File: src/rtl/cpu_defs.sv
// Shared CPU constants used by the fetch path and its surroundings.
package cpu_defs;

  localparam int ADDR_W  = 32;
  localparam int INSTR_W = 32;
  localparam int PC_STEP = 4;
  localparam logic [31:0] NOP = 32'hE1A00000;

  // Width of an occupancy counter able to hold 0..depth inclusive.
  function automatic int count_w(input int depth);
    return $clog2(depth) + 1;
  endfunction

endpackage

File: src/rtl/fetch_fifo.sv
// Synchronous FIFO with flush; head reads as zero when empty.
module fetch_fifo
  import cpu_defs::*;
#(
  parameter int DEPTH = 4,
  parameter int WIDTH = 64
) (
  input  logic                       clk,
  input  logic                       reset,
  input  logic                       push,
  input  logic [WIDTH-1:0]           din,
  input  logic                       pop,
  input  logic                       flush,
  output logic [WIDTH-1:0]           head,
  output logic [count_w(DEPTH)-1:0]  count,
  output logic                       full,
  output logic                       empty
);

  localparam int PW = $clog2(DEPTH);
  localparam int CW = count_w(DEPTH);

  logic [WIDTH-1:0] mem [DEPTH];
  logic [PW-1:0]    rd_ptr;
  logic [PW-1:0]    wr_ptr;
  logic             do_push;
  logic             do_pop;

  assign empty   = (count == '0);
  assign full    = (count == CW'(DEPTH));
  assign do_pop  = pop & ~empty;
  assign do_push = push & (~full | do_pop);
  assign head    = empty ? '0 : mem[rd_ptr];

  always_ff @(posedge clk) begin
    if (reset) begin
      rd_ptr <= '0;
      wr_ptr <= '0;
      count  <= '0;
    end else if (flush) begin
      // Discard everything buffered; the write side keeps its position.
      rd_ptr <= wr_ptr;
      count  <= '0;
    end else begin
      if (do_push) wr_ptr <= wr_ptr + PW'(1);
      if (do_pop)  rd_ptr <= rd_ptr + PW'(1);
      case ({do_push, do_pop})
        2'b10:   count <= count + CW'(1);
        2'b01:   count <= count - CW'(1);
        default: count <= count;
      endcase
    end
  end

  always_ff @(posedge clk) begin
    if (!reset && !flush && do_push) mem[wr_ptr] <= din;
  end

endmodule

File: src/rtl/instruction_fetch_queue.sv
// Fetch front end: issues imem reads from the PC under a credit check and queues tagged words for decode.
module instruction_fetch_queue #(
  parameter int DEPTH   = 4,
  parameter int ADDR_W  = cpu_defs::ADDR_W,
  parameter int INSTR_W = cpu_defs::INSTR_W
) (
  input  logic               clk,
  input  logic               reset,
  input  logic [ADDR_W-1:0]  pc,
  output logic               incrEnable,
  output logic               imemReq,
  output logic [ADDR_W-1:0]  imemAddr,
  input  logic [INSTR_W-1:0] imemData,
  input  logic               redirect,
  output logic               instrValid,
  input  logic               instrReady,
  output logic [INSTR_W-1:0] instrData,
  output logic [ADDR_W-1:0]  instrPc
);

  localparam int CW = cpu_defs::count_w(DEPTH);
  localparam int W  = ADDR_W + INSTR_W;

  logic [W-1:0]      fifo_head;
  logic [CW-1:0]     fifo_count;
  logic              fifo_full;
  logic              fifo_empty;
  logic              inflight;
  logic [ADDR_W-1:0] inflight_pc;
  logic              pop;
  logic              push;
  logic              issue;
  logic [CW:0]       level;

  assign instrValid = ~reset & ~fifo_empty;
  assign pop        = instrValid & instrReady & ~redirect;
  assign push       = inflight & ~redirect;

  // The outstanding read already owns a slot, so it counts against the credit.
  assign level = (CW+1)'(fifo_count) + (CW+1)'(inflight);
  assign issue = ~reset & ~redirect &
                 (pop | (~fifo_full & (level < (CW+1)'(DEPTH))));

  assign imemReq    = issue;
  assign incrEnable = issue;
  assign imemAddr   = pc;

  assign instrData = reset ? '0 : fifo_head[INSTR_W-1:0];
  assign instrPc   = reset ? '0 : fifo_head[W-1:INSTR_W];

  always_ff @(posedge clk) begin
    if (reset) begin
      inflight    <= 1'b0;
      inflight_pc <= '0;
    end else begin
      inflight <= issue;
      if (issue) inflight_pc <= pc;
    end
  end

  fetch_fifo #(
    .DEPTH (DEPTH),
    .WIDTH (W)
  ) u_fifo (
    .clk   (clk),
    .reset (reset),
    .push  (push),
    .din   ({inflight_pc, imemData}),
    .pop   (pop),
    .flush (redirect),
    .head  (fifo_head),
    .count (fifo_count),
    .full  (fifo_full),
    .empty (fifo_empty)
  );

endmodule
File: config.mk
export PLATFORM = sky130hd
export DESIGN_NAME = instruction_fetch_queue
export DESIGN_NICKNAME = d
export VERILOG_FILES = /design/src/rtl/cpu_defs.sv /design/src/rtl/fetch_fifo.sv /design/src/rtl/instruction_fetch_queue.sv
export SDC_FILE = /design/constraint.sdc
export NUM_CORES = 1
export LEC_CHECK = 0
export CAP_MARGIN = 20
export CORE_AREA = 2 2 158 160
export DETAILED_ROUTE_END_ITERATION = 6
export DIE_AREA = 0 0 160 162
export MAX_ROUTING_LAYER = met4
export PLACE_DENSITY = 0.81
export SLEW_MARGIN = 5
export SYNTH_ARGS = -nofsm -noshare
export SYNTH_HDL_FRONTEND = slang
export SYNTH_SLANG_ARGS = --single-unit
File: constraint.sdc
create_clock -name clk -period 2.56 [get_ports clk]
set_input_delay 0.256 -clock clk [delete_from_list [all_inputs] [get_ports clk]]
set_output_delay 0.256 -clock clk [all_outputs]
set_load 0.02 [all_outputs]
* Word level (Yosys, flattened, before mapping)
Memory sizes are Yosys's and may differ from the RTL's. A register that Yosys moved wholly into a read port is not among the register bits. Cells that the tools add are included.
Word-level totals: RAM bits 256, bits in read-only memories 0, register bits after elaboration 40, memories kept 1, bits in latches 0, input bits 68, output and inout bits 99, logic and storage cells 49
Operators by class: $add $sub $neg 5, reductions and logical operators 9, multipliers 0, div/mod/pow operators 0, bitwise logic cells 15, equality and inequality tests 3, muxes and demuxes 10, order comparisons 1, shift-type cells 0
Memories:
- u_fifo.mem | depth 4, width 64, rd ports 1, clocked after memory_dff 1, wr ports 1, RTL line fetch_fifo.sv:23 | logic [WIDTH-1:0] mem [DEPTH];
Operators by type and width (count):
- two-way mux 32 bit | 2
- two-way mux 64 bit | 1
- bitwise AND 1 bit | 9
- two-way mux 2 bit | 4
- case mux 3 bit (2 select lines) | 1
- adder 2 x 1 -> 2 bit (second input constant) | 2
- adder 3 x 1 -> 4 bit | 1
- less-than comparator 4 x 3 -> 1 bit (second input constant) | 1
- NOT 1 bit | 4
- nonzero test 2 bit | 2
- adder 3 x 1 -> 3 bit (second input constant) | 1
- equality test 3 bit (second input constant) | 1
- zero test 3 bit | 1
- subtractor 3 x 1 -> 3 bit (second input constant) | 1
- equality test 2 x 1 -> 1 bit (second input constant) | 1
- equality test 2 bit (second input constant) | 1
- logical AND 1 bit | 2
- zero test 1 bit | 2
- two-way mux 1 bit | 2
- bitwise OR 1 bit | 2
- AND reduction 2 bit | 1
- OR reduction 2 bit | 1

* Depth between registers and ports, before layout
Gate-level depths: netlist (run 1).
depth in word-level cells 11, depth in mapped cells 7, depth with buffers taken out 6

* By module
A second synthesis (run 1) with hierarchy kept.
Second synthesis, totals: cells, all modules 681, area total of the unflattened synthesis 12304.3 µm²
Modules (own cells, without submodules):
- fetch_fifo | cells an instance 465, instances 1, area each 10163.5 µm², sequential area each 7867.5 µm²
- instruction_fetch_queue | cells an instance 216, instances 1, area each 2140.8 µm², sequential area each 660.6 µm²

* Worst setup path after synthesis (run 1)
OpenSTA, ideal clock, no wires.
kind input-to-reg, start in redirect, end mem u_fifo.mem[2][0] (enable), buffers on the path 1, data required time 2.131 ns, data arrival time 2.357 ns, setup slack -0.226 ns, setup time 0.429 ns, stages 4, cell sequence buf_6 -> nor2_1 -> o211a_1 -> and2_1
On the way: word-level cells in the longest chain between the ends 8, elaborated cells between the ends (all ways) 11, classes of those cells 2 x mux; 6 x bitwise; 3 x reduce/logical
RTL lines:
- start: declaration | RTL line instruction_fetch_queue.sv:14 | input logic redirect,
- NOT 1 bit (no source line)
- bitwise AND 1 bit | RTL line instruction_fetch_queue.sv:36 | assign pop = instrValid & instrReady & ~redirect;
- bitwise AND 1 bit | RTL line fetch_fifo.sv:31 | assign do_pop = pop & ~empty;
- bitwise OR 1 bit | RTL line fetch_fifo.sv:32 | assign do_push = push & (~full | do_pop);
- bitwise AND 1 bit | RTL line fetch_fifo.sv:32
- logical AND 1 bit * | RTL line fetch_fifo.sv:56 | if (!reset && !flush && do_push) mem[wr_ptr] <= din;
- two-way mux 1 bit * | RTL line fetch_fifo.sv:56
- two-way mux 1 bit (not written as such) * | RTL line fetch_fifo.sv:56
- end: declaration | RTL line fetch_fifo.sv:23
Mark *: on every way between the ends. The rest lies on a longest branch, timed or not.

==> results of run 1 <==
==> what timing repair did <==
action | 4_1_cts | 5_1_grt
endpoints found under the hold margin | 1 | 0
setup endpoints to repair | 62 | 20
cloned | 1 | 0
gates resized for setup | 85 | 21
buffers inserted | 5 | 3
hold buffers | 1 | 0
==> layer usage <==
layer,vias to the layer above,track usage [%],share of wire (%)
met1,3016,24.4,44
met4,0,4.10,1.5
met3,30,2.58,5.0
met5,-,-,0
met2,194,29.6,50
li1,2801,-,-
==> worst min-delay path by stage <==
| stage | start | to | depth (start not counted) |
|---|---|---|---|
| 2_1_floorplan | imemData[0] | u_fifo.mem[0][0] | 0 |
| 3_3_place_gp | inflight_pc[20] | inflight_pc[20] | 2 |
| 3_5_place_dp | inflight_pc[7] | inflight_pc[7] | 2 |
| 4_1_cts | pc[24] | inflight_pc[24] | 3 |
| 5_1_grt | pc[24] | inflight_pc[24] | 3 |
| 6_report | pc[31] | inflight_pc[31] | 3 |
==> stage by stage <==
stage / setup WS (ps) / hold WS (ps) / cell area, µm²
2_1_floorplan: 424 / 355 / 11700
3_3_place_gp: 333 / 474 / 13700
3_5_place_dp: 284 / 485 / 13700
4_1_cts: 6.41 / 291 / 14700
5_1_grt: 1.16 / 306 / 14700
6_report: 89.5 / 310 / 14700
==> report_power, final <==
part / switching [mW] / total (mW) / internal, mW
combinational: 0.277 / 0.615 / 0.337
clock: 1.67 / 4.14 / 2.47
sequential: 0.0510 / 5.38 / 5.33
==> area by class of cell <==
type,instances,area [µm²]
Clock buffer,36,782
Clock inverter,17,169
Fill cell,1805,9400
Inverter,3,11.3
Multi-Input combinational cell,282,2710
Sequential cell,298,8540
Tap cell,324,405
Timing Repair Buffer,202,2090
==> state kept, by name (all words and copies together) (netlist names), named ones only <==
register       count
u_fifo.wr_ptr      2
inflight           1
u_fifo.mem       256
inflight_pc       32
u_fifo.count       3
u_fifo.rd_ptr      2
==> logic make-up after synthesis <==
| logic type | Yosys count |
|---|---|
| buffers and inverters | 73 |
| AO/OA/AOI/OAI | 49 |
| flip-flops | 298 |
| adder cells (fa/ha/maj) | 5 |
| XOR/XNOR | 4 |
| AND/OR/NAND/NOR | 158 |
| multiplexers | 66 |
==> cells in the final DEF, fill, tap and decap left out, types with 14 or more instances in the layout <==
| cell type | netlist | layout |
|---|---|---|
| dlygate4sd2_1 | 0 | 38 |
| edfxtp_1 | 256 | 256 |
| buf_4 | 33 | 18 |
| a21oi_1 | 32 | 32 |
| clkdlybuf4s50_1 | 0 | 101 |
| dfxtp_1 | 42 | 38 |
| buf_12 | 0 | 16 |
| clkbuf_16 | 0 | 29 |
| mux4_2 | 64 | 64 |
| and2_1 | 68 | 64 |
| nand2_1 | 67 | 67 |
| clkdlybuf4s15_1 | 0 | 14 |
==> worst max-delay path, cell delays in order (launching register included) <==
cell	delay, ps
dfxtp_4	450
buf_12	170
buf_12	120
mux4_2	470
and2_1	180
clkdlybuf4s15_1	290
==> out/summary.txt, run 1 <==
DR iter-0 viols: 340
Via-to-Cell Ratio: 5.20
Top cells by area, synth: edfxtp_1 (66%), mux4_2 (12%), dfxtp_1 (7.2%)
Compound-Gate Fraction of Synth Area: 2.51%
Vias: 6,041
Initial antenna violation count: 0
I/O Pins: 167
CTS root buffer: clkbuf_16
Worst R2R Start: u_fifo.count[2]
Largest net degree at the start of global routing: 66
FFs w/ async S/R, synth: 0%
# diodes: 0
Layout cells sized above 1: 20.8%
Count of input and output buffers: 166
First-pass GRT wire length: 35,100 µm
Crit end category: primary output
Clock tree from TritonCTS: yes
Synth top cells by count: edfxtp_1 (256), and2_1 (68), nand2_1 (67)
Max IR drop VDD: 0.404 mV
Fmax: 405 MHz
Clk slew on worst S/H paths: 60 ps
EDFF count, synth: 256
Synth cell types: 41
Routed wire length: 22,400 µm
Slew @ Worst Pin: 540 ps
Placed Instances: 1,099
CP Class: register to primary output
Num rows: 57
Most used DFF post-synth: edfxtp_1
R2r setup slk: 290 ps
Die height: 162 µm
Synth Area in XOR/XNOR: 0.301%
CTS Buffer Depth: 3
Worst-case reg-to-reg path depth: 6
Status: complete, no violations
Max Cap Violations: 0
DRT antenna net count: 0
HPWL Detailed: 14,400 µm
P per Cell Area: 689 nW/µm²
Initial Util: 48.3%
Worst skew pair latency: 530 ps
Worst slew margin: 63.9%
Vias in the first global route: 6,294
Crit path DAT: 2210 ps
H-tree depth: 1
Cts bufs inserted: 29
RSZ-0062 raised after global routing: no
TNS Setup: 0 ps
Slew Viols, Final: 0
Mean Syn Cell Area: 17.8 µm²
Synthesized instance count: 653
Critical Path Fanout Max: 9
Area Overhead vs Synth: 26.2%
Setup crit end: instrPc[23]
Final non-filler cell total: 1,162
Util after Layout: 61.0%
CTS Sinks: 298
HP Class: primary input to register
Mapped Area: 11,700 µm²
Layout Nets: 889
Synth Area in Adders: 0.601%
Critical Path RT: 2300 ps
Post-synthesis mux area share: 12.6%
Die footprint: 25,900 µm²
CP startpoint kind: register
Average wire per standard cell: 19.3 µm
Core Area: 24,100 µm²
Final setup fails: 0
Syn Nets: 726
Flip-flop and latch count after synthesis: 298
Crit path time final: 2470 ps
Final period utilization: 96.5%
Largest area contributor in the netlist: edfxtp_1
LEAKAGE: 5.08 nW
Gp weighted congestion: 0.774
Yosys Warn Count: 0
Top-count cell post-synth: edfxtp_1
Final Hold Viols: 0
Overall Global Routing Usage: 18.0%
Sequential area share after synthesis: 73.2%
Top cell type's share of synthesized area: 66.0%
Final worst clock skew: 19.1 ps
Total Power: 10.1 mW
R2r endpoint: u_fifo.count[2]
Congestion Overflow GR: 0
Drt drc: 0
DRT Pass-1 Iters: 5
Simple-Gate Fraction of Synth Area: 6.98%
Combinational family with the most area after synthesis: multiplexers
Width of the chip: 160 µm
No activity file was read; power rests on OpenSTA's default activity.
==> inputs of run 2 (changes only) <==
--- a/config.mk
+++ b/config.mk
@@ -9,6 +9,7 @@
 export CORE_AREA = 2 2 158 160
 export DETAILED_ROUTE_END_ITERATION = 6
 export DIE_AREA = 0 0 160 162
+export GPL_TIMING_DRIVEN = 0
 export MAX_ROUTING_LAYER = met4
 export PLACE_DENSITY = 0.81
 export SLEW_MARGIN = 5
==> run 2 against run 1 <==
  * Count of clock-buffer cells in the layout rose by 9
  * Sequential share of layout area fell by 0.64 points
  * Critical path depth did not move
  * Global-route usage rose by 0.48 points
  * Sequential power barely moved
  * Final area rose by 1.1%
  * Critical path type unchanged
==> out/summary.txt, run 2 (same netlist as run 1, synthesis figures left out) <==
Largest net degree at the start of global routing: 50
Max reg flops: 256
Top flop regs: u_fifo.mem (256), inflight_pc (32), u_fifo.count (3)
Final Hold Viols: 0
WL met3: 1250 µm
Gp weighted congestion: 0.748
Clock tree from TritonCTS: yes
Commonest non-fill, non-tap cells in the layout: edfxtp_1 (256), clkdlybuf4s50_1 (100), nand2_1 (67)
Average wire per standard cell: 19.3 µm
DRT Pass-1 Iters: 4
Setup Slack @ Placement: -294 ps
Slew @ Worst Pin: 594 ps
Die height: 162 µm
RSZ-0062 raised after global routing: yes
Max IR drop VDD: 0.392 mV
Initial antenna violation count: 0
Congestion Overflow GR: 0
R2r setup slk: 200 ps
Placed cell area: 13,800 µm²
Hold slack: 90.8 ps
Overall Global Routing Usage: 18.5%
CP Class: register to primary output
HP Class: primary input to register
Final worst slack: 88.3 ps
Die footprint: 25,900 µm²
DR iter-0 viols: 340
Width of the chip: 160 µm
Layout Nets: 929
Max Cap Violations: 0
DRT antenna net count: 0
CTS Sinks: 298
Crit path DAT: 2220 ps
Fmax: 405 MHz
WL met2: 11,600 µm
Final Instance Area: 14,900 µm²
Critical Path RT: 2300 ps
H-tree depth: 1
Largest Register: u_fifo.mem
CTS root buffer: clkbuf_16
Drt drc: 0
Status: complete, no violations
HPWL Detailed: 14,800 µm
CTS Buffer Depth: 3
CP startpoint kind: register
Via-to-Cell Ratio: 5.19
# diodes: 0
LEAKAGE: 5.18 nW
Final setup fails: 0
I/O Pins: 167
Final worst clock skew: 7.13 ps
Slew Viols, Final: 0
Num rows: 57
Layout cells sized above 1: 26.4%
Vias: 6,242
Clk slew on worst S/H paths: 60 ps
Crit end category: primary output
Fillers: 1,778
Critical Path Fanout Max: 10
Worst skew pair latency: 530 ps
Commonest non-fill, non-tap cell in the layout: edfxtp_1
P per Cell Area: 693 nW/µm²
Vias in the first global route: 6,467
Worst slew margin: 60.4%
Post-CTS Hold Fix Bufs: 0
Met1 WL: 9960 µm
Routed wire length: 23,200 µm
Count of input and output buffers: 165
Area Overhead vs Synth: 27.5%
Final period utilization: 96.6%
Top Metal Used: met4
Core Area: 24,100 µm²
First-pass GRT wire length: 36,300 µm
Cts bufs inserted: 29
Initial Util: 48.3%
Crit path time final: 2470 ps
## run 2: cell types whose count changed in the layout (fill, tap and decap cells not counted), sizes merged, moves of 2 or more
cell | previous run | this run
dlygate4sd2 | 38 | 20
clkbuf | 37 | 91
inv | 5 | 3
dlymetal6s2s | 0 | 2
clkinv | 11 | 3
buf | 45 | 57
## run 2: final timing paths
path,startpoint,end,depth (start not counted)
setup reg to reg,u_fifo.count[0],u_fifo.count[2],7
hold / removal,reset,inflight_pc[0],3
hold reg to reg,inflight_pc[30],inflight_pc[30],2
setup / recovery,register,instrPc[24],5
## run 2: power by group
group	switching (mW)	internal, mW
registers	0.0481	5.33
clock network	1.69	2.59
logic	0.284	0.362
total	2.02	8.28
## run 2: timing repair
action,in CTS,in global routing
resized for setup,142,60
setup buffers,0,3
cloned,0,1
setup endpoints to repair,65,63
## run 2: worst max-delay path: stages, from the launching register on
cell	delay, ps
dfxtp_4	380
buf_12	150
buf_12	150
mux4_2	500
and2_1	180
dlygate4sd2_1	320
## run 2: final cells by class
type	instances	area [µm²]	area share (%)
buffer	69	571	3.84
clock buffer	45	816	5.49
clock inverter	8	149	1.00
inverter	3	11.3	0.0758
multi-input combinational	282	2700	18.2
sequential	298	8530	57.4
tap	324	405	2.73
timing repair buffer	173	1680	11.3
## run 2: stage by stage
stage	util [%]	TNS [ps]	instances	power, mW
floorplan	-	0	653	5.81
detailed placement	57.4	-22180	1146	6.10
CTS	61.7	0	1198	10.4
global route	61.6	-2.01	1202	10.7
finish	61.6	0	1202	10.3
global placement	56.9	-214070	1142	6.08
## run 2: metal layers
| metal | global-route usage, % | vias to the layer above |
|---|---|---|
| met4 | 4.14 | 0 |
| met1 | 24.6 | 3129 |
| met2 | 30.9 | 205 |
| met3 | 2.66 | 31 |
| met5 | - | - |
| li1 | - | 2877 |
==> inputs of run 3 (changes only) <==
--- a/config.mk
+++ b/config.mk
@@ -7,8 +7,10 @@
 export LEC_CHECK = 0
 export CAP_MARGIN = 20
 export CORE_AREA = 2 2 158 160
+export CTS_CLUSTER_DIAMETER = 150
 export DETAILED_ROUTE_END_ITERATION = 6
 export DIE_AREA = 0 0 160 162
+export GPL_ROUTABILITY_DRIVEN = 0
 export GPL_TIMING_DRIVEN = 0
 export MAX_ROUTING_LAYER = met4
 export PLACE_DENSITY = 0.81
==> results of run 3 <==
Same layout as run 2: the final DEF is identical, and so are final timing and power.
